## src/rtl/output_mux_safe.sv

```systemverilog
`default_nettype none
// +----------------------------------------------------------------------------+
// | output_mux_safe                                                            |
// | Per-line bus mux whose selection only switches once both sources have been |
// | idle for IDLE_CYCLES cycles, or when forced. Define                        |
// | OUTPUT_MUX_SAFE_TIMEOUT_EN to also switch after TIMEOUT_CYCLES of waiting. |
// | Revision: 1.0 - initial release                                            |
// +----------------------------------------------------------------------------+
module output_mux_safe #(
  parameter int               WIDTH          = 4,
  parameter logic [WIDTH-1:0] IDLE_LEVEL     = '1,
  parameter int               IDLE_CYCLES    = 8,
  parameter int               TIMEOUT_CYCLES = 1024
) (
  input  logic             sys_clk,
  input  logic             sys_rst,
  input  logic [WIDTH-1:0] in_line0,
  input  logic [WIDTH-1:0] in_line1,
  input  logic [WIDTH-1:0] select_line,
  input  logic [WIDTH-1:0] force_line,
  output logic [WIDTH-1:0] out_line,
  output logic [WIDTH-1:0] active_sel,
  output logic [WIDTH-1:0] pending,
  output logic [WIDTH-1:0] switched,
  output logic [WIDTH-1:0] timeout
);

  localparam int              C_IW       = $clog2(IDLE_CYCLES + 1);
  localparam logic [C_IW-1:0] C_IDLE_MAX = C_IW'(IDLE_CYCLES);
  localparam logic [C_IW-1:0] C_IDLE_THR = C_IW'(IDLE_CYCLES - 1);

  genvar gi;
  generate
    for (gi = 0; gi < WIDTH; gi++) begin : g_line
      logic            w_idle_now;
      logic            w_idle_ok;
      logic            w_pend;
      logic            w_to_hit;
      logic            w_switch;
      logic [C_IW-1:0] r_icnt;
      logic            r_active;
      logic            r_switched;
      logic            r_timeout;

      assign w_idle_now = (in_line0[gi] == IDLE_LEVEL[gi]) &&
                          (in_line1[gi] == IDLE_LEVEL[gi]);
      // r_icnt counts previous idle cycles, so this cycle is the IDLE_CYCLES-th
      assign w_idle_ok  = w_idle_now && (r_icnt >= C_IDLE_THR);
      assign w_pend     = select_line[gi] != r_active;
      assign w_switch   = w_pend && (w_idle_ok || force_line[gi] || w_to_hit);

`ifdef OUTPUT_MUX_SAFE_TIMEOUT_EN
      localparam int              C_TW      = (TIMEOUT_CYCLES > 1) ? $clog2(TIMEOUT_CYCLES) : 1;
      localparam logic [C_TW-1:0] C_TO_LAST = C_TW'(TIMEOUT_CYCLES - 1);
      logic [C_TW-1:0] r_wcnt;

      assign w_to_hit = w_pend && (r_wcnt == C_TO_LAST);

      // Restart on a switch too, so an immediate new request waits a full period
      always_ff @(posedge sys_clk or posedge sys_rst) begin
        if (sys_rst) begin
          r_wcnt <= '0;
        end else if (!w_pend || w_switch) begin
          r_wcnt <= '0;
        end else begin
          r_wcnt <= r_wcnt + 1'b1;
        end
      end
`else
      assign w_to_hit = 1'b0;
`endif

      always_ff @(posedge sys_clk or posedge sys_rst) begin
        if (sys_rst) begin
          r_icnt     <= '0;
          r_active   <= 1'b0;
          r_switched <= 1'b0;
          r_timeout  <= 1'b0;
        end else begin
          if (!w_idle_now) begin
            r_icnt <= '0;
          end else if (r_icnt != C_IDLE_MAX) begin
            r_icnt <= r_icnt + 1'b1;
          end
          if (w_switch) begin
            r_active <= select_line[gi];
          end
          r_switched <= w_switch;
          r_timeout  <= w_switch && w_to_hit && !w_idle_ok && !force_line[gi];
        end
      end

      assign out_line[gi]   = r_active ? in_line1[gi] : in_line0[gi];
      assign active_sel[gi] = r_active;
      assign pending[gi]    = w_pend;
      assign switched[gi]   = r_switched;
      assign timeout[gi]    = r_timeout;
    end
  endgenerate

endmodule
`default_nettype wire

```

## config.mk

```make
export PLATFORM = sky130hd
export DESIGN_NAME = output_mux_safe
export DESIGN_NICKNAME = d
export VERILOG_FILES = /design/src/rtl/output_mux_safe.sv
export SDC_FILE = /design/constraint.sdc
export NUM_CORES = 1
export LEC_CHECK = 0
export ABC_CLOCK_PERIOD_IN_PS = 1300
export CORE_MARGIN = 2
export CORE_UTILIZATION = 35
export DETAILED_ROUTE_END_ITERATION = 6
export SLEW_MARGIN = 10
export SYNTH_ARGS = -nofsm -noshare
export SYNTH_HDL_FRONTEND = slang
export SYNTH_SLANG_ARGS = --single-unit
export TNS_END_PERCENT = 50
```

## constraint.sdc

```tcl
create_clock -name sys_clk -period 1.3 [get_ports sys_clk]
set_input_delay 0.39 -clock sys_clk [delete_from_list [all_inputs] [get_ports sys_clk]]
set_output_delay 0.39 -clock sys_clk [all_outputs]
set_load 0.1 [all_outputs]
```

* Yosys cells after proc, flatten, opt, wreduce, memory -nomap -nowiden *
Index checks and enable logic that the tools add are counted.

word-level totals
  memory bits (writable) = 0
  latch bits = 0
  memories = 0
  output and inout bits = 20
  ROM bits = 0
  bits in registers = 24
  word-level logic and storage cells = 60
  input bits = 18

cells by class
  shifts and indexed selects = 0
  div/mod/pow operators = 0
  bitwise gates (word level) = 0
  multipliers = 0
  $lt $le $gt $ge = 4
  muxes and demuxes = 12
  equal/unequal tests = 12
  reduce and logical (&&, ||, !) cells = 16
  add/subtract/negate cells = 4

operator list
  operator                                                           number
  two-way mux 4 bit                                                  8
  adder 4 x 1 -> 4 bit, second input constant                        4
  greater-or-equal comparator 4 x 3 -> 1 bit, second input constant  4
  inequality test 4 bit, second input constant                       4
  logical AND 1 bit                                                  12
  inequality test 2 x 1 -> 1 bit, second input constant              4
  logical OR 1 bit                                                   4
  two-way mux 1 bit                                                  4
  inequality test 1 bit                                              4

* Logic depth before layout (Yosys ltp) *
Gate-level depths: netlist of the first run.

  depth after elaboration = 4
  depth in mapped cells = 5
  mapped depth without buffers = 5

* Worst setup path after synthesis of the first run *
Ideal clock, no wire load.

  path kind = flip-flop to flip-flop
  start = register g_line[0].r_icnt[0]
  end = register g_line[0].r_active
  buffers on the path = 0
  library setup time = 128 ps
  period minus slack after synthesis = 1,418 ps
  cell stages (with the launch flop) = 5
  slack = -118 ps
  required time = 1,172 ps
  arrival = 1,291 ps
  path through = dfrtp_1 ha_1 a21o_1 a31oi_1 mux2_1

on the way
  cells in the longest elaborated chain, start to end = 4

ends and longest elaborated chain
  what                                        RTL line  text
  start, declared                             40        logic [C_IW-1:0] r_icnt;
  start signal, assigned                      83        r_icnt <= r_icnt + 1'b1;
  greater-or-equal comparator 4 x 3 -> 1 bit  48        assign w_idle_ok = w_idle_now && (r_icnt >= C_IDLE_THR);
  logical AND 1 bit                           48
  logical OR 1 bit                            50        assign w_switch = w_pend && (w_idle_ok || force_line[gi] || w_to_hit);
  logical AND 1 bit                           50
  end signal, assigned                        86        r_active <= select_line[gi];
  end, declared                               41        logic r_active;

Every way passes these cells.
A chain may end at the register's enable or synchronous reset.

* Worst setup path after layout of the first run *
  start = register g_line[1].r_active
  end = output port out_line[1]

on the way
  cells in the longest elaborated chain, start to end = 1

ends and longest elaborated chain
  what                    RTL line  text
  start, declared         41
  start signal, assigned  86
  two-way mux 1 bit       93        assign out_line[gi] = r_active ? in_line1[gi] : in_line0[gi];
  end, declared           21        output logic [WIDTH-1:0] out_line,

Every way passes these cells.

==> flow_summary.rst, run 1 <==
.. list-table::
   :header-rows: 1

   * - Metric
     - Value
   * - Number of warnings reported in the yosys synthesis log
     - 0
   * - Highest clock frequency the design can meet
     - 624 MHz
   * - Reported max-cap violation count
     - 0
   * - Wire length reported by the detailed router
     - 2.73 mm
   * - Total via count after detailed routing
     - 1,059
   * - Cell taking the most area after synthesis
     - sky130_fd_sc_hd__dfrtp_1
   * - Number of nets still failing antenna checks after routing
     - 0
   * - Iteration-0 DRC Markers
     - 11
   * - Number of global-route vias before repair
     - 1,209
   * - Post-Route Skew
     - 3.78 ps
   * - Number of clock buffers inserted by TritonCTS
     - 3
   * - Critical path fanouts, max
     - 4
   * - Full die area
     - 0.00446 mm^2
   * - DRC violations left
     - 0
   * - Fraction of post-synthesis cell area in the top cell type by area
     - 43.5%
   * - Post-CTS Hold Fix Bufs
     - 0
   * - Cell area after synthesis
     - 0.00138 mm^2
   * - Largest net degree at the start of global routing
     - 25
   * - Outcome
     - complete, but fails checks
   * - Count of flip-flops with a built-in enable after synthesis
     - 0
   * - Std-Cell Core Area
     - 0.00372 mm^2
   * - Number of top-level pins
     - 38
   * - Arrival time reported for the critical path endpoint
     - 1210 ps
   * - Sinks on Clock Net
     - 24
   * - Number of different library cells in the post-synthesis netlist
     - 21
   * - Share of synthesized area occupied by flip-flops and latches
     - 43.5%
   * - Number of hold-slack violations in the final timing report
     - 0
   * - Area Growth Syn to Fin
     - 63.8%
   * - Final Max Tran Viols
     - 0
   * - Worst setup path class
     - reg2out
   * - Total power divided by cell area
     - 1110 mW/mm^2
   * - Crit path required time
     - 910 ps
   * - Global-route wire length before repair
     - 4.98 mm
   * - Post-Synthesis Mean Instance Area
     - 10.3 um^2
   * - Clock transition at path regs
     - 90 ps
   * - Initial core utilization
     - 37.2%
   * - Routed len/inst
     - 11.5 um
   * - Clock tree from TritonCTS
     - built
   * - Failing checks
     - negative setup slack
   * - Global-route usage over all layers
     - 14.7%
   * - Synthesized-area fraction occupied by ao, oa, aoi and oai cells
     - 5.43%
   * - Fraction of layout cells with a size suffix above 1
     - 40.5%
   * - Placed cells
     - 232
   * - Max IR drop VDD
     - 0.730 mV
   * - Cell count after synthesis
     - 134
   * - Setup violators final
     - 16
   * - Antenna violations before repair
     - 0
   * - Post-Synth Simple-Gate Area
     - 15.4%
   * - Hpwl dp
     - 2.19 mm
   * - Multiplexer share of the synthesized area
     - 9.42%
   * - Worst setup SP type
     - register
   * - Total gr overflow
     - 0
   * - Buffer depth of the longest clock path
     - 2
   * - Combinational family with the most area after synthesis
     - simple AND/OR/NAND/NOR gates
   * - Antenna Diode Count
     - 0
   * - Post-layout net count
     - 217
   * - Die span in y
     - 66.8 um
   * - RSZ-0062 raised after global routing
     - yes
   * - First-pass DRT Iterations
     - 2
   * - Most frequently used cell type in the post-synthesis netlist
     - sky130_fd_sc_hd__dfrtp_1
   * - Minimum setup slack in the final design
     - -304 ps
   * - Clock tree root driver cell
     - sky130_fd_sc_hd__clkbuf_8
   * - Hold Path Class
     - in2async
   * - Fraction of synthesis flops using an asynchronous set or reset pin
     - 100%
   * - Vias per Instance
     - 4.45
   * - Final cycle utilization of the critical path
     - 123%
   * - Adder and majority cell fraction of the synthesized area
     - 7.25%
   * - Post-route non-filler standard cell count
     - 238
   * - Count of port buffers added during placement
     - 33
   * - Leakage power total
     - 1.10 nW
   * - Worst-Skew Late Latency
     - 260 ps
   * - Most used flip-flop cell after synthesis
     - sky130_fd_sc_hd__dfrtp_1
   * - Worst-case register-to-register setup slack
     - -60 ps
   * - Period minus WS final
     - 1600 ps
   * - Die width
     - 66.8 um
   * - Kind of end point of the critical path
     - primary output
   * - Commonest cells in the netlist
     - sky130_fd_sc_hd__dfrtp_1 (24), sky130_fd_sc_hd__buf_4 (16), sky130_fd_sc_hd__nor2_1 (12)
   * - Area contributors post-synth
     - sky130_fd_sc_hd__dfrtp_1 (43%), sky130_fd_sc_hd__buf_4 (8.7%), sky130_fd_sc_hd__ha_1 (7.2%)
   * - H-tree depth reported by CTS
     - 1
   * - Final Total Pwr
     - 0.00251 W
   * - Xor and xnor fraction of the mapped netlist area
     - 7.61%
   * - Flip-flop and latch count after synthesis
     - 24
   * - Placer congestion estimate
     - 0.716
   * - Row count
     - 22
## worst paths after layout
kind / start / to / cells past startpoint
worst max register to register: g_line[0].r_icnt[1]$_DFFE_PP0P_ / g_line[0].r_active$_DFFE_PP0P_ / 4
min in group sys_clk: select_line[1] / g_line[1].r_active$_DFFE_PP0P_ / 2
worst min-delay path: sys_rst / g_line[0].r_icnt[2]$_DFFE_PP0P_ / 3
worst min register to register: g_line[2].r_active$_DFFE_PP0P_ / g_line[2].r_active$_DFFE_PP0P_ / 1
max in group asynchronous: sys_rst / g_line[3].r_active$_DFFE_PP0P_ / 3
worst max-delay path: g_line[1].r_active$_DFFE_PP0P_ / out_line[1] / 2
## cell families (layout without fill, tap and decap cells)
group | Yosys count | count (layout)
other cells | 1 | 4
xor+xnor | 12 | 12
mux | 12 | 12
compound gates | 12 | 12
fa+ha+maj | 8 | 8
buf+inv | 25 | 78
flops | 24 | 24
simple gates | 40 | 40
## cell usage in the layout, fill, tap and decap left out, drive strengths merged
cell and n:
buf 48, or2b 1, and2b 4, nand3b 8
a21oi 4, xor2 8, dlygate4sd2 12, dfrtp 24
ha 8, a21o 4, xnor2 4, clkbuf 3
mux2i 4, mux2 8, clkdlybuf4s50 5, nand3 4
a31oi 4, nor2 12, bufinv 1, nand2 8
conb 4, inv 9, nand2b 3
## power by group
group / internal, W / switching (W) / total (W)
combinational: 0.000400 / 0.000637 / 0.00104
sequential: 0.000785 / 0.0000399 / 0.000825
clock: 0.000411 / 0.000238 / 0.000649
total: 0.00160 / 0.000915 / 0.00251
## layout make-up
cell class              instances  area (um^2)
inverters                       9         33.8
fillers                       308         1450
flip-flops and latches         24          606
multi-input cells              88          748
clock inverters                 1         30.0
well taps                      48         60.1
clock buffers                   3         41.3
repair buffers                 65          743
## layer usage
layer	global-route usage [%]	vias up	share of wire [%]
met4	4.59	0	1.3
met2	28.5	17	55
li1	-	525	-
met1	15.7	515	40
met5	0	-	0
met3	3.21	2	3.5
## repair_timing
| item | 4_1_cts | 5_1_grt |
|---|---|---|
| endpoints found under the setup margin | 16 | 25 |
| buffers inserted | 2 | 0 |
| resized for setup | 28 | 9 |
| pin swaps | 4 | 4 |
| hold endpoints to repair | 0 | 0 |
## metrics by stage
step                      area, um^2  setup WS (ps)  TNS, ps  util, %  hold WS [ps]
after floorplan                 1410          -50.3     -271        -           405
after global placement          2070           -464    -5300     55.8           563
after detailed placement        2070           -494    -5770     55.8           577
after CTS                       2220           -309    -3000     59.8           436
after global routing            2260           -335    -3910     60.9           484
final                           2260           -304    -2810     60.9           434
## state kept, by name, summed over array words and instances (netlist names)
name	cells
g_line.r_switched	4
g_line.r_icnt	16
g_line.r_active	4
## worst max-delay path: stages, from the launching register on
cell and delay [ps]:
sky130_fd_sc_hd__dfrtp_2 460, sky130_fd_sc_hd__mux2_4 320, sky130_fd_sc_hd__buf_12 170
Note: power is estimated with default switching activity, not from simulation.
==> inputs of run 2 (changes only) <==
--- a/config.mk
+++ b/config.mk
@@ -5,10 +5,13 @@
 export SDC_FILE = /design/constraint.sdc
 export NUM_CORES = 1
 export LEC_CHECK = 0
+export ABC_AREA = 1
 export ABC_CLOCK_PERIOD_IN_PS = 1300
+export CORE_ASPECT_RATIO = 0.8
 export CORE_MARGIN = 2
-export CORE_UTILIZATION = 35
+export CORE_UTILIZATION = 44
 export DETAILED_ROUTE_END_ITERATION = 6
+export PLACE_DENSITY = 0.76
 export SLEW_MARGIN = 10
 export SYNTH_ARGS = -nofsm -noshare
 export SYNTH_HDL_FRONTEND = slang
==> flow_summary.rst, run 2 <==
.. list-table::
   :header-rows: 1

   * - Metric
     - Value
   * - Std-Cell Core Area
     - 0.00338 mm^2
   * - Leakage power total
     - 1.14 nW
   * - Area contributors post-synth
     - sky130_fd_sc_hd__dfrtp_1 (39%), sky130_fd_sc_hd__nand2_1 (11%), sky130_fd_sc_hd__buf_4 (7.9%)
   * - Fraction of post-synthesis cell area in the top cell type by area
     - 39.4%
   * - Clock tree root driver cell
     - sky130_fd_sc_hd__clkbuf_8
   * - Total gr overflow
     - 0
   * - Global-route usage over all layers
     - 14.9%
   * - Worst-Skew Late Latency
     - 260 ps
   * - Iteration-0 DRC Markers
     - 32
   * - Cell taking the most area after synthesis
     - sky130_fd_sc_hd__dfrtp_1
   * - Number of clock buffers inserted by TritonCTS
     - 3
   * - Final core utilization
     - 64.6%
   * - Clock tree from TritonCTS
     - built
   * - Total power divided by cell area
     - 1050 mW/mm^2
   * - Top flop regs
     - g_line.r_icnt: 16 flops, g_line.r_active: 4 flops, g_line.r_switched: 4 flops
   * - Minimum setup slack in the final design
     - -301 ps
   * - Hold Path Class
     - in2async
   * - Worst setup path class
     - reg2out
   * - Routed len/inst
     - 10.1 um
   * - First-pass DRT Iterations
     - 4
   * - Post-Synthesis Mean Instance Area
     - 8.14 um^2
   * - Highest clock frequency the design can meet
     - 625 MHz
   * - Number of flip-flops under the largest register name
     - 16
   * - Vias per Instance
     - 4.51
   * - Kind of cell adding the most delay to the critical path
     - flip-flops
   * - Fraction of synthesis flops using an asynchronous set or reset pin
     - 100%
   * - Number of different library cells in the post-synthesis netlist
     - 19
   * - Commonest cells in the netlist
     - sky130_fd_sc_hd__nand2_1 (46), sky130_fd_sc_hd__inv_1 (25), sky130_fd_sc_hd__dfrtp_1 (24)
   * - Buffer depth of the longest clock path
     - 2
   * - Area Growth Syn to Fin
     - 43.3%
   * - Antenna violations before repair
     - 0
   * - Placer congestion estimate
     - 0.806
   * - Kind of end point of the critical path
     - primary output
   * - Crit path required time
     - 910 ps
   * - Critical path fanouts, max
     - 4
   * - Reported max-cap violation count
     - 0
   * - Leading cell type in the layout, fill and taps excluded
     - sky130_fd_sc_hd__nand2_1
   * - Largest incremental delay on the critical path
     - 450 ps
   * - Fraction of layout cells with a size suffix above 1
     - 32.2%
   * - Register bank with the most flops
     - g_line.r_icnt
   * - Count of flip-flops with a built-in enable after synthesis
     - 0
   * - Most frequently used cell type in the post-synthesis netlist
     - sky130_fd_sc_hd__nand2_1
   * - Arrival time reported for the critical path endpoint
     - 1210 ps
   * - Final cycle utilization of the critical path
     - 123%
   * - Flip-flop and latch count after synthesis
     - 24
   * - Max IR drop VDD
     - 0.724 mV
   * - Hpwl dp
     - 2.05 mm
   * - Post-Route Skew
     - 5.65 ps
   * - Pre-CTS setup slack
     - -410 ps
   * - Global-route wire length before repair
     - 4.73 mm
   * - Critical path buffer and inverter count
     - 1
   * - Most used flip-flop cell after synthesis
     - sky130_fd_sc_hd__dfrtp_1
   * - Die span in y
     - 56.6 um
   * - Share of synthesized area occupied by flip-flops and latches
     - 39.4%
   * - Number of top-level pins
     - 38
   * - Number of hold-slack violations in the final timing report
     - 0
   * - Full die area
     - 0.00395 mm^2
   * - Die width
     - 69.8 um
   * - Row count
     - 19
   * - Launch point of the worst reg-to-reg path
     - g_line[2].r_icnt[0]$_DFFE_PP0P_
   * - Critical path launch point
     - g_line[1].r_active$_DFFE_PP0P_
   * - H-tree depth reported by CTS
     - 1
   * - Wire length reported by the detailed router
     - 2.71 mm
   * - Setup violators final
     - 12
   * - Clock transition at path regs
     - 80 ps
   * - Antenna Diode Count
     - 0
   * - Initial core utilization
     - 45.1%
   * - Total via count after detailed routing
     - 1,214
   * - DRC violations left
     - 0
   * - RSZ-0062 raised after global routing
     - yes
   * - Largest net degree at the start of global routing
     - 25
   * - Failing checks
     - negative setup slack
   * - Final Max Tran Viols
     - 0
   * - Sinks on Clock Net
     - 24
   * - Cell area after synthesis
     - 0.00152 mm^2
   * - Period minus WS final
     - 1600 ps
   * - Cells along the critical path
     - mux2_4 > buf_12
   * - Outcome
     - complete, but fails checks
   * - Count of port buffers added during placement
     - 33
   * - Post-layout net count
     - 254
   * - Cell with the largest stage delay on the worst path
     - sky130_fd_sc_hd__dfrtp_2
   * - Worst setup SP type
     - register
   * - Number of global-route vias before repair
     - 1,101
   * - Most frequent cells in the layout
     - sky130_fd_sc_hd__nand2_1 (46), sky130_fd_sc_hd__inv_1 (24), sky130_fd_sc_hd__dfrtp_1 (21)
   * - Number of warnings reported in the yosys synthesis log
     - 0
   * - Number of nets still failing antenna checks after routing
     - 0
   * - Cell count after synthesis
     - 187
-- run 2: changes by cell type after synthesis, sizes merged, moves of 2 or more --
cell / delta
nand3: +13
nor3: +3
nand2: +49
and2b: -4
xor2: -8
mux2: -4
a31oi: -4
inv: +21
nand2b: -3
mux2i: -4
nand4: +3
nand3b: -7
nor2: +2
a21o: -4
-- run 2: metal layers --
layer	GRT usage [%]	share of wire [%]
met1	18.6	45
met5	0	0
met2	26.1	49
met4	3.30	0.70
met3	3.77	4.6
-- run 2: final timing paths --
path                                                        end  slack (ps)  cells past startpoint
worst max-delay path                                out_line[1]        -300                      2
worst min-delay path            g_line[3].r_icnt[3]$_DFFE_PP0P_         440                      3
worst max register to register   g_line[2].r_active$_DFFE_PP0P_         160                      7
worst min register to register  g_line[1].r_icnt[0]$_DFFE_PP0P_         560                      2
max in group asynchronous        g_line[0].r_active$_DFFE_PP0P_         710                      3
min in group sys_clk             g_line[2].r_active$_DFFE_PP0P_         490                      3
-- run 2: stage by stage --
stage | total power [W] | area, um^2 | hold WS, ps | setup TNS, ps | cells
after floorplan | 0.00147 | 1540 | 405 | -108 | 190
after global placement | 0.00177 | 2060 | 518 | -4510 | 260
after detailed placement | 0.00177 | 2060 | 547 | -5050 | 260
after CTS | 0.00230 | 2150 | 436 | -2740 | 268
after global routing | 0.00240 | 2180 | 455 | -3200 | 269
final | 0.00230 | 2180 | 440 | -2620 | 269
-- run 2: cell type report --
type | instances | area [um^2]
Clock buffer | 4 | 55.1
Fill cell | 275 | 1190
Inverter | 30 | 113
Multi-Input combinational cell | 120 | 738
Sequential cell | 24 | 604
Tap cell | 42 | 52.6
Timing Repair Buffer | 49 | 619
-- run 2: cell families (layout without fill, tap and decap cells) --
logic type / after synthesis / in the layout / share of synthesized area [%]
buf+inv: 46 / 83 / 15.3
other cells: 1 / 4 / 0.246
simple gates: 95 / 95 / 31.6
flops: 24 / 24 / 39.4
mux: 4 / 4 / 2.96
fa+ha+maj: 8 / 8 / 6.57
xor+xnor: 4 / 4 / 2.30
compound gates: 5 / 5 / 1.64
-- run 2: worst min-delay path, stage by stage --
cell and delay, ps:
sky130_fd_sc_hd__clkdlybuf4s50_1 390, sky130_fd_sc_hd__inv_1 90, sky130_fd_sc_hd__buf_12 180
-- run 2: what timing repair did --
| item | in CTS | in global routing |
|---|---|---|
| resized for setup | 18 | 6 |
| endpoints found under the setup margin | 12 | 12 |
| hold buffers | 0 | 0 |
| pin swaps | 4 | 0 |
| buffers inserted | 4 | 1 |
-- run 2: power breakdown --
group | switching (W) | leakage (nW) | internal [W]
clock network | 0.000227 | 0.0288 | 0.000270
logic | 0.000605 | 0.791 | 0.000367
registers | 0.0000439 | 0.316 | 0.000782
total | 0.000877 | 1.14 | 0.00142
==> inputs of run 3 (changes only) <==
--- a/config.mk
+++ b/config.mk
@@ -12,6 +12,7 @@
 export CORE_UTILIZATION = 44
 export DETAILED_ROUTE_END_ITERATION = 6
 export PLACE_DENSITY = 0.76
+export SETUP_SLACK_MARGIN = 0.02
 export SLEW_MARGIN = 10
 export SYNTH_ARGS = -nofsm -noshare
 export SYNTH_HDL_FRONTEND = slang
==> flow_summary.rst, run 3 (same netlist as run 2, synthesis figures left out) <==
.. list-table::
   :header-rows: 1

   * - Metric
     - Value
   * - Antenna Diode Count
     - 0
   * - Highest clock frequency the design can meet
     - 625 MHz
   * - Final Max Tran Viols
     - 0
   * - Outcome
     - complete, but fails checks
   * - Total gr overflow
     - 0
   * - Buffer depth of the longest clock path
     - 2
   * - Leakage power total
     - 1.13 nW
   * - Endpoint of the most critical setup path
     - out_line[1]
   * - Fraction of layout cells with a size suffix above 1
     - 32.6%
   * - Power share of the sequential group
     - 36.0%
   * - Portion of total power attributed to combinational logic
     - 42.4%
   * - Kind of end point of the critical path
     - primary output
   * - Final cycle utilization of the critical path
     - 123%
   * - Critical path fanouts, max
     - 4
   * - R2R Path End
     - g_line[2].r_active$_DFFE_PP0P_
   * - Number of nets still failing antenna checks after routing
     - 0
   * - Number of top-level pins
     - 38
   * - Period minus WS final
     - 1600 ps
   * - Area Growth Syn to Fin
     - 43.5%
   * - Die width
     - 69.8 um
   * - Routed len/inst
     - 10.0 um
   * - Post-layout net count
     - 254
   * - Post-route non-filler standard cell count
     - 269
   * - Clock tree root driver cell
     - sky130_fd_sc_hd__clkbuf_8
   * - Row count
     - 19
   * - Leading cell type in the layout, fill and taps excluded
     - sky130_fd_sc_hd__nand2_1
   * - Sinks on Clock Net
     - 24
   * - RSZ-0062 raised after global routing
     - yes
   * - Crit path required time
     - 910 ps
   * - Most frequent cells in the layout
     - sky130_fd_sc_hd__nand2_1 (46), sky130_fd_sc_hd__inv_1 (24), sky130_fd_sc_hd__dfrtp_1 (21)
   * - Number of clock buffers inserted by TritonCTS
     - 3
   * - Post-Route Skew
     - 5.65 ps
   * - Worst-case reg-to-reg path depth
     - 7
   * - Worst-case register-to-register setup slack
     - 160 ps
   * - Global-route usage over all layers
     - 14.9%
   * - Iteration-0 DRC Markers
     - 36
   * - Arrival time reported for the critical path endpoint
     - 1210 ps
   * - Global-route wire length before repair
     - 4.73 mm
   * - Count of port buffers added during placement
     - 33
   * - Clock tree from TritonCTS
     - built
   * - Register bank with the most flops
     - g_line.r_icnt
   * - DRC violations left
     - 0
   * - Placed cells
     - 260
   * - Internal power component
     - 0.00142 W
   * - Pre-CTS setup slack
     - -410 ps
   * - Worst-Skew Late Latency
     - 260 ps
   * - Sw frac
     - 38.2%
   * - Top flop regs
     - g_line.r_icnt: 16 flops, g_line.r_active: 4 flops, g_line.r_switched: 4 flops
   * - Total power divided by cell area
     - 1050 mW/mm^2
   * - Hpwl dp
     - 2.05 mm
   * - Hold Path Class
     - in2async
   * - Number of flip-flops under the largest register name
     - 16
   * - Full die area
     - 0.00395 mm^2
   * - Reported max-cap violation count
     - 0
   * - Die span in y
     - 56.6 um
   * - Number of hold-slack violations in the final timing report
     - 0
   * - Final Total Pwr
     - 0.00230 W
   * - Post-route setup TNS
     - -2620 ps
   * - Clock network fraction of design power
     - 21.6%
   * - Minimum setup slack in the final design
     - -300 ps
   * - Worst setup SP type
     - register
   * - First-pass DRT Iterations
     - 4
   * - Largest net degree at the start of global routing
     - 25
   * - Failing checks
     - negative setup slack
   * - Antenna violations before repair
     - 0
   * - Critical path launch point
     - g_line[1].r_active$_DFFE_PP0P_
   * - H-tree depth reported by CTS
     - 1
   * - Setup violators final
     - 12
   * - Max IR drop VDD
     - 0.723 mV
   * - Minimum hold slack
     - 438 ps
   * - Vias per Instance
     - 4.50
   * - Placer congestion estimate
     - 0.806
   * - Wire length reported by the detailed router
     - 2.70 mm
   * - Clock transition at path regs
     - 80 ps
   * - Number of global-route vias before repair
     - 1,101
   * - Std-Cell Core Area
     - 0.00338 mm^2
   * - Worst setup path class
     - reg2out
   * - Post-CTS Hold Fix Bufs
     - 0
   * - Total via count after detailed routing
     - 1,211
   * - Switching component of the power
     - 0.000876 W
   * - Initial core utilization
     - 45.1%
   * - Launch point of the worst reg-to-reg path
     - g_line[2].r_icnt[0]$_DFFE_PP0P_
[run 3: power by group through the flow]
stage / combinational (W) / clock (W) / sequential, W
after CTS: 0.000962 / 0.000519 / 0.000822
after detailed placement: 0.000940 / 0 / 0.000835
final: 0.000972 / 0.000497 / 0.000826
after global placement: 0.000932 / 0 / 0.000835
after floorplan: 0.000648 / 0 / 0.000821
after global routing: 0.00101 / 0.000560 / 0.000833
[run 3: layout make-up]
type	instances	area, um^2
clock buffers	4	55.1
fillers	274	1190
inverters	30	113
multi-input cells	120	741
flip-flops and latches	24	604
well taps	42	52.6
repair buffers	49	619
[run 3: repair_timing]
action	in CTS	in global routing
resized for setup	18	7
buffers inserted	4	1
pin swaps	4	0
endpoints found under the setup margin	12	13
[run 3: through the flow]
step	cell area (um^2)	utilization, %
finish	2180	64.7
global route	2180	64.7
CTS	2150	63.8
detailed placement	2060	61.0
global placement	2060	61.0
floorplan	1540	-
[run 3: how the worst min path moves through the flow]
stage	slack, ps	startpoint	end
6_report	440	sys_rst	g_line[3].r_icnt[2]$_DFFE_PP0P_
5_1_grt	460	sys_rst	g_line[0].r_icnt[2]$_DFFE_PP0P_
4_1_cts	440	sys_rst	g_line[3].r_icnt[2]$_DFFE_PP0P_
3_5_place_dp	550	g_line[1].r_icnt[0]$_DFFE_PP0P_	g_line[1].r_icnt[0]$_DFFE_PP0P_
3_3_place_gp	520	g_line[1].r_icnt[1]$_DFFE_PP0P_	g_line[1].r_icnt[1]$_DFFE_PP0P_
2_1_floorplan	400	sys_rst	g_line[0].r_active$_DFFE_PP0P_
[run 3: per-layer routing]
layer | global-route usage [%] | part of all wire, % | vias to the layer above
li1 | - | - | 638
met1 | 18.6 | 45 | 544
met2 | 26.1 | 50 | 27
met3 | 3.77 | 4.5 | 2
met4 | 3.30 | 0.70 | 0
met5 | 0 | 0 | -
[run 3: critical path, stage by stage (launching register included)]
cell and delay [ps]:
sky130_fd_sc_hd__dfrtp_2 450, sky130_fd_sc_hd__mux2_4 320, sky130_fd_sc_hd__buf_12 170
==> RTL change 1, RTL diff (config.mk and constraints of run 1) <==
Put a register stage on the output `pending`, cleared by the reset. The value now appears one clock later. The other outputs are not delayed to match.
--- a/src/rtl/output_mux_safe.sv
+++ b/src/rtl/output_mux_safe.sv
@@ -28,6 +28,8 @@
   localparam int              C_IW       = $clog2(IDLE_CYCLES + 1);
   localparam logic [C_IW-1:0] C_IDLE_MAX = C_IW'(IDLE_CYCLES);
   localparam logic [C_IW-1:0] C_IDLE_THR = C_IW'(IDLE_CYCLES - 1);
+
+  logic [WIDTH-1:0] pending_d;
 
   genvar gi;
   generate
@@ -92,12 +94,20 @@
 
       assign out_line[gi]   = r_active ? in_line1[gi] : in_line0[gi];
       assign active_sel[gi] = r_active;
-      assign pending[gi]    = w_pend;
+      assign pending_d[gi]    = w_pend;
       assign switched[gi]   = r_switched;
       assign timeout[gi]    = r_timeout;
     end
   endgenerate
 
+  always_ff @(posedge sys_clk or posedge sys_rst) begin
+    if (sys_rst) begin
+      pending <= '0;
+    end else begin
+      pending <= pending_d;
+    end
+  end
+
 endmodule
 `default_nettype wire
 
Behaviour: not the same (a bounded check fails within 4 cycles, from zero or initial values and one cycle with sys_rst high).
==> RTL change 1 against run 1 <==
- area after synthesis grew 5.3%
- power shrank 1.3%
- final area grew 1.7%
- the run still ends with setup timing left
- clock power shrank 28%
- largest cell class is now buffers
- routed wire length grew 7.7%
- combinational power is essentially flat
- clock skew shrank 0.0023 ns
- critical endpoint is now out_line[2]
- worst setup slack gained 0.030 ns
- critical path depth is the same
- sequential cell count grew 4
==> RTL change 1: results (changes against run 1) <==
commonest cells in the netlist -> 28 x dfrtp_1, 12 x buf_4, 12 x nor2_1, 9 x inv_1
hpwl dp -> 2320 um (+5.9%)
wire per inst -> 12.2 um (+6.3%)
dpl ws -> -0.397 ns (+0.0970 ns)
layout cell share with drive strength beyond 1 -> 35.6% (-4.9 points)
Detailed Routing Iterations Pass 1 -> 4 (+2)
GR Util met3 -> 2.47% (-0.74 points)
GRT Total Usage -> 13.4% (-1.3 points)
status -> complete, but fails checks
first-pass GRT wire length -> 4680 um (-6.1%)
Final setup viols -> 12 (-4)
RD Place Congestion -> 0.768 (+7.2%)
DR iter-0 viols -> 44 (+33)
Crit path arrival time -> 1.18 ns (-0.03 ns)
Fin Clk Skew -> 0.00151 ns (-0.00227 ns)
Lkg Pwr -> 1.12 nW (+1.9%)
TritonCTS buffer count -> 3 (unchanged)
met2 Use GR -> 24.0% (-4.5 points)
Vias/cell -> 4.54 (+2.1%)
violated checks -> setup timing
M1 GR Usage -> 15.7% (about the same)
vias -> 1095 (+3.4%)
sequential area share after synthesis -> 48.2% (+4.7 points)
dpl cell area -> 0.00216 mm2 (+4.0%)
filler cell count -> 337 (+9.4%)
Area growth syn-to-layout -> 58.2%
ranking of synthesized cells by area -> dfrtp_1 48%, ha_1 6.9%, buf_4 6.2%, xor2_1 4.8%, nand3b_1 4.1%
crit-path max FO -> 2 (-2)
largest net degree at the start of global routing -> 29 (+16%)
final setup margin -> -0.274 ns (+0.0297 ns)
Peak VDD IR -> 570 uV (-22%)
# nets final -> 219 (+0.92%)
clk_lat worst skew -> 0.27 ns
NetSw -> 0.942 mW (+3.0%)
placed insts -> 235 (+1.3%)
==> RTL change 1: metrics by stage <==
stage / TNS (ns) / hold WS, ns
after floorplan: -0.273 / 0.455
after global placement: -3.55 / 0.567
after detailed placement: -3.75 / 0.584
after CTS: -1.94 / 0.443
after global routing: -2.45 / 0.477
final: -1.64 / 0.441
==> RTL change 1: per-layer routing <==
layer  vias to the layer above  share of wire, %
li1                        542                 -
met1                       525                40
met2                        24                56
met3                         4               3.4
met4                         0               1.3
met5                         -                 0
==> RTL change 1: kinds of logic after synthesis <==
group	Yosys count	synth area share, %
and+or+nand+nor	40	14.8
DFF	28	48.2
buffers and inverters	21	8.52
AOI/OAI and AO/OA	12	5.16
xor gates and xnor gates	12	7.23
muxes	12	8.95
adders and majority gates	8	6.88
other	1	0.258
==> RTL change 1: power groups by stage <==
stage | Combinational [mW] | Sequential [mW] | Clock (mW)
2_1_floorplan | 0.497 | 1.11 | 0
3_3_place_gp | 0.996 | 0.985 | 0
3_5_place_dp | 1.01 | 0.987 | 0
4_1_cts | 1.04 | 0.971 | 0.488
5_1_grt | 1.08 | 0.978 | 0.521
6_report | 1.04 | 0.971 | 0.468
==> RTL change 1: worst paths after layout <==
kind | start | end | slack [ns] | cells after the start
max | g_line[2].r_active | out_line[2] | -0.27 | 2
min | sys_rst | pending[3] | 0.44 | 3
max reg2reg | g_line[2].r_icnt[1] | g_line[2].r_active | -0.07 | 4
min reg2reg | g_line[3].r_icnt[3] | g_line[3].r_icnt[3] | 0.60 | 2
max in group asynchronous | sys_rst | g_line[2].r_icnt[0] | 0.70 | 3
min in group sys_clk | g_line[3].r_icnt[3] | g_line[3].r_icnt[3] | 0.60 | 2
==> RTL change 1: final cells by class <==
cell class	instances	share of cell area (%)
sequential	28	30.5
clock buffer	3	1.80
tap	50	2.72
multi-input combinational	88	31.5
timing repair buffer	63	32.0
inverter	9	1.47
==> RTL change 1: what timing repair did <==
item                       4_1_cts  5_1_grt
setup endpoints to repair       13       20
gates resized for setup         19        9
buffers inserted                 3        1
pin swaps                        3        3
==> RTL change 1: worst max-delay path: stages (launching register included) <==
cell and delay [ns]:
dfrtp_1 0.42, mux2_4 0.32, buf_12 0.17
==> RTL change 2, RTL diff (settings of run 1) <==
Without the edit above. Set the parameter `IDLE_CYCLES` to 4 (it was 8).
--- a/src/rtl/output_mux_safe.sv
+++ b/src/rtl/output_mux_safe.sv
@@ -9,7 +9,7 @@
 module output_mux_safe #(
   parameter int               WIDTH          = 4,
   parameter logic [WIDTH-1:0] IDLE_LEVEL     = '1,
-  parameter int               IDLE_CYCLES    = 8,
+  parameter int               IDLE_CYCLES    = 4,
   parameter int               TIMEOUT_CYCLES = 1024
 ) (
   input  logic             sys_clk,
Check against the original RTL: not equivalent (Yosys sat finds a counterexample within 10 cycles, from zero or initial values and one cycle with sys_rst high).
==> RTL change 2 against run 1 <==
- the flow still finishes with violations (setup timing)
- area after synthesis is 13% lower
- die area fell by 12%
- maximum frequency shrank 3.5%
- sequential cell count down 4
- synthesized cell count decreased by 9.0%
- final area down 8.1%
- critical path depth rose by 1
- sequential share of layout area decreased by 2.5 points
- utilization up 1.9 points
- register-to-register slack got worse by 0.27 ns
- power fell by 12%
- routed wire length decreased by 3.6%
- worst setup slack got worse by 0.058 ns
- critical endpoint unchanged
- largest power group unchanged
==> RTL change 2: results (changes against run 1) <==
hpwl dp -> 1990 um (-9.1%)
M1 GR Usage -> 16.4% (+0.73 points)
setup TNS -> -4.99 ns (-2.18 ns)
GR Util met3 -> 2.88% (-0.33 points)
DR iter-0 viols -> 26 (+15)
TritonCTS buffer count -> 3 (unchanged)
Yosys cell types -> 15 (-29%)
clk_lat worst skew -> 0.31 ns (+0.05 ns)
Clk pin slew, worst setup/hold paths -> 0.12 ns (+0.03 ns)
vias in the first global route -> 1069 (-12%)
H-tree depth -> 1 (unchanged)
met1 wire length -> 1030 um (-5.7%)
layout cell share with drive strength beyond 1 -> 47.8% (+7.3 points)
WL met2 -> 1460 um (-2.7%)
ranking of synthesized cells by area -> dfrtp_1 41%, ha_1 12%, buf_4 10%, xnor2_1 5.8%, inv_1 5.3%
post-cts resize count -> 24 (-14%)
first-pass GRT wire length -> 4460 um (-11%)
# nets final -> 211 (-2.8%)
Crit path arrival time -> 1.27 ns (+0.06 ns)
crit-path max FO -> 2 (-2)
largest registers -> g_line.r_icnt: 12 flops, g_line.r_active: 4 flops, g_line.r_switched: 4 flops
violated checks -> setup timing
Final setup viols -> 20 (+4)
final setup margin -> -0.361 ns (-0.0577 ns)
largest net degree at the start of global routing -> 21 (-16%)
post-CTS setup buffer count -> 5 (+3)
Peak VDD IR -> 381 uV (-48%)
family with the most delay on the worst path -> buffers and inverters
RD Place Congestion -> 0.677 (-5.6%)
Slowest-stage cell, CP -> clkdlybuf4s50_1
Vias/cell -> 4.38 (-1.5%)
Detailed Routing Iterations Pass 1 -> 4 (+2)
Fin Clk Skew -> 0.0118 ns (+0.00806 ns)
wire per inst -> 11.6 um (+1.6%)
Crit path largest cell delay -> 0.42 ns (-0.04 ns)
commonest cells in the netlist -> 20 x dfrtp_1, 17 x inv_1, 16 x buf_4, 12 x ha_1, 12 x nand2_1
Lkg Pwr -> 1.01 nW (-7.9%)
status -> complete, but fails checks
Root Driver -> clkbuf_4
met2 Use GR -> 25.8% (-2.7 points)
GRT Total Usage -> 14.2% (-0.57 points)
sequential area share after synthesis -> 41.5% (-2.0 points)
## RTL change 2: kinds of logic after synthesis
group                    share of synthesized area [%]
AO/OA/AOI/OAI                                     9.34
XOR/XNOR                                          5.81
adder cells (fa/ha/maj)                           12.4
buffers and inverters                             15.2
flip-flops                                        41.5
multiplexers                                      7.47
other                                            0.311
AND/OR/NAND/NOR                                   7.88
## RTL change 2: cell type report
cell class	instances	area (um2)
Clock buffer	4	36.3
Fill cell	289	1230
Inverter	17	63.8
Multi-Input combinational cell	72	671
Sequential cell	20	505
Tap cell	46	57.6
Timing Repair Buffer	67	746
## RTL change 2: through the flow
step	setup WS [ns]	power, mW	hold WS, ns	area, um2	std cells
2_1_floorplan	-0.255	1.39	0.354	1230	125
3_3_place_gp	-0.406	1.75	0.569	1890	217
3_5_place_dp	-0.404	1.77	0.570	1890	217
4_1_cts	-0.366	2.19	0.377	2020	226
5_1_grt	-0.400	2.31	0.372	2080	226
6_report	-0.361	2.21	0.376	2080	226
## RTL change 2: report_power, final
group | leakage (nW) | internal, mW | total, mW | switching [mW]
Sequential | 0.258 | 0.663 | 0.704 | 0.0406
Combinational | 0.732 | 0.454 | 1.13 | 0.679
Clock | 0.0210 | 0.171 | 0.371 | 0.199
Total | 1.01 | 1.29 | 2.21 | 0.919
## RTL change 2: final timing paths
| path | end | start | slack, ns | cells after the start |
|---|---|---|---|---|
| max | out_line[1] | in_line0[1] | -0.36 | 3 |
| min | g_line[2].r_icnt[2] | sys_rst | 0.38 | 3 |
| max reg2reg | g_line[1].r_active | g_line[1].r_icnt[1] | -0.33 | 5 |
| min reg2reg | g_line[3].r_active | g_line[3].r_active | 0.60 | 1 |
| max in group asynchronous | g_line[3].r_active | sys_rst | 0.77 | 3 |
| min in group sys_clk | g_line[2].r_active | select_line[2] | 0.49 | 2 |
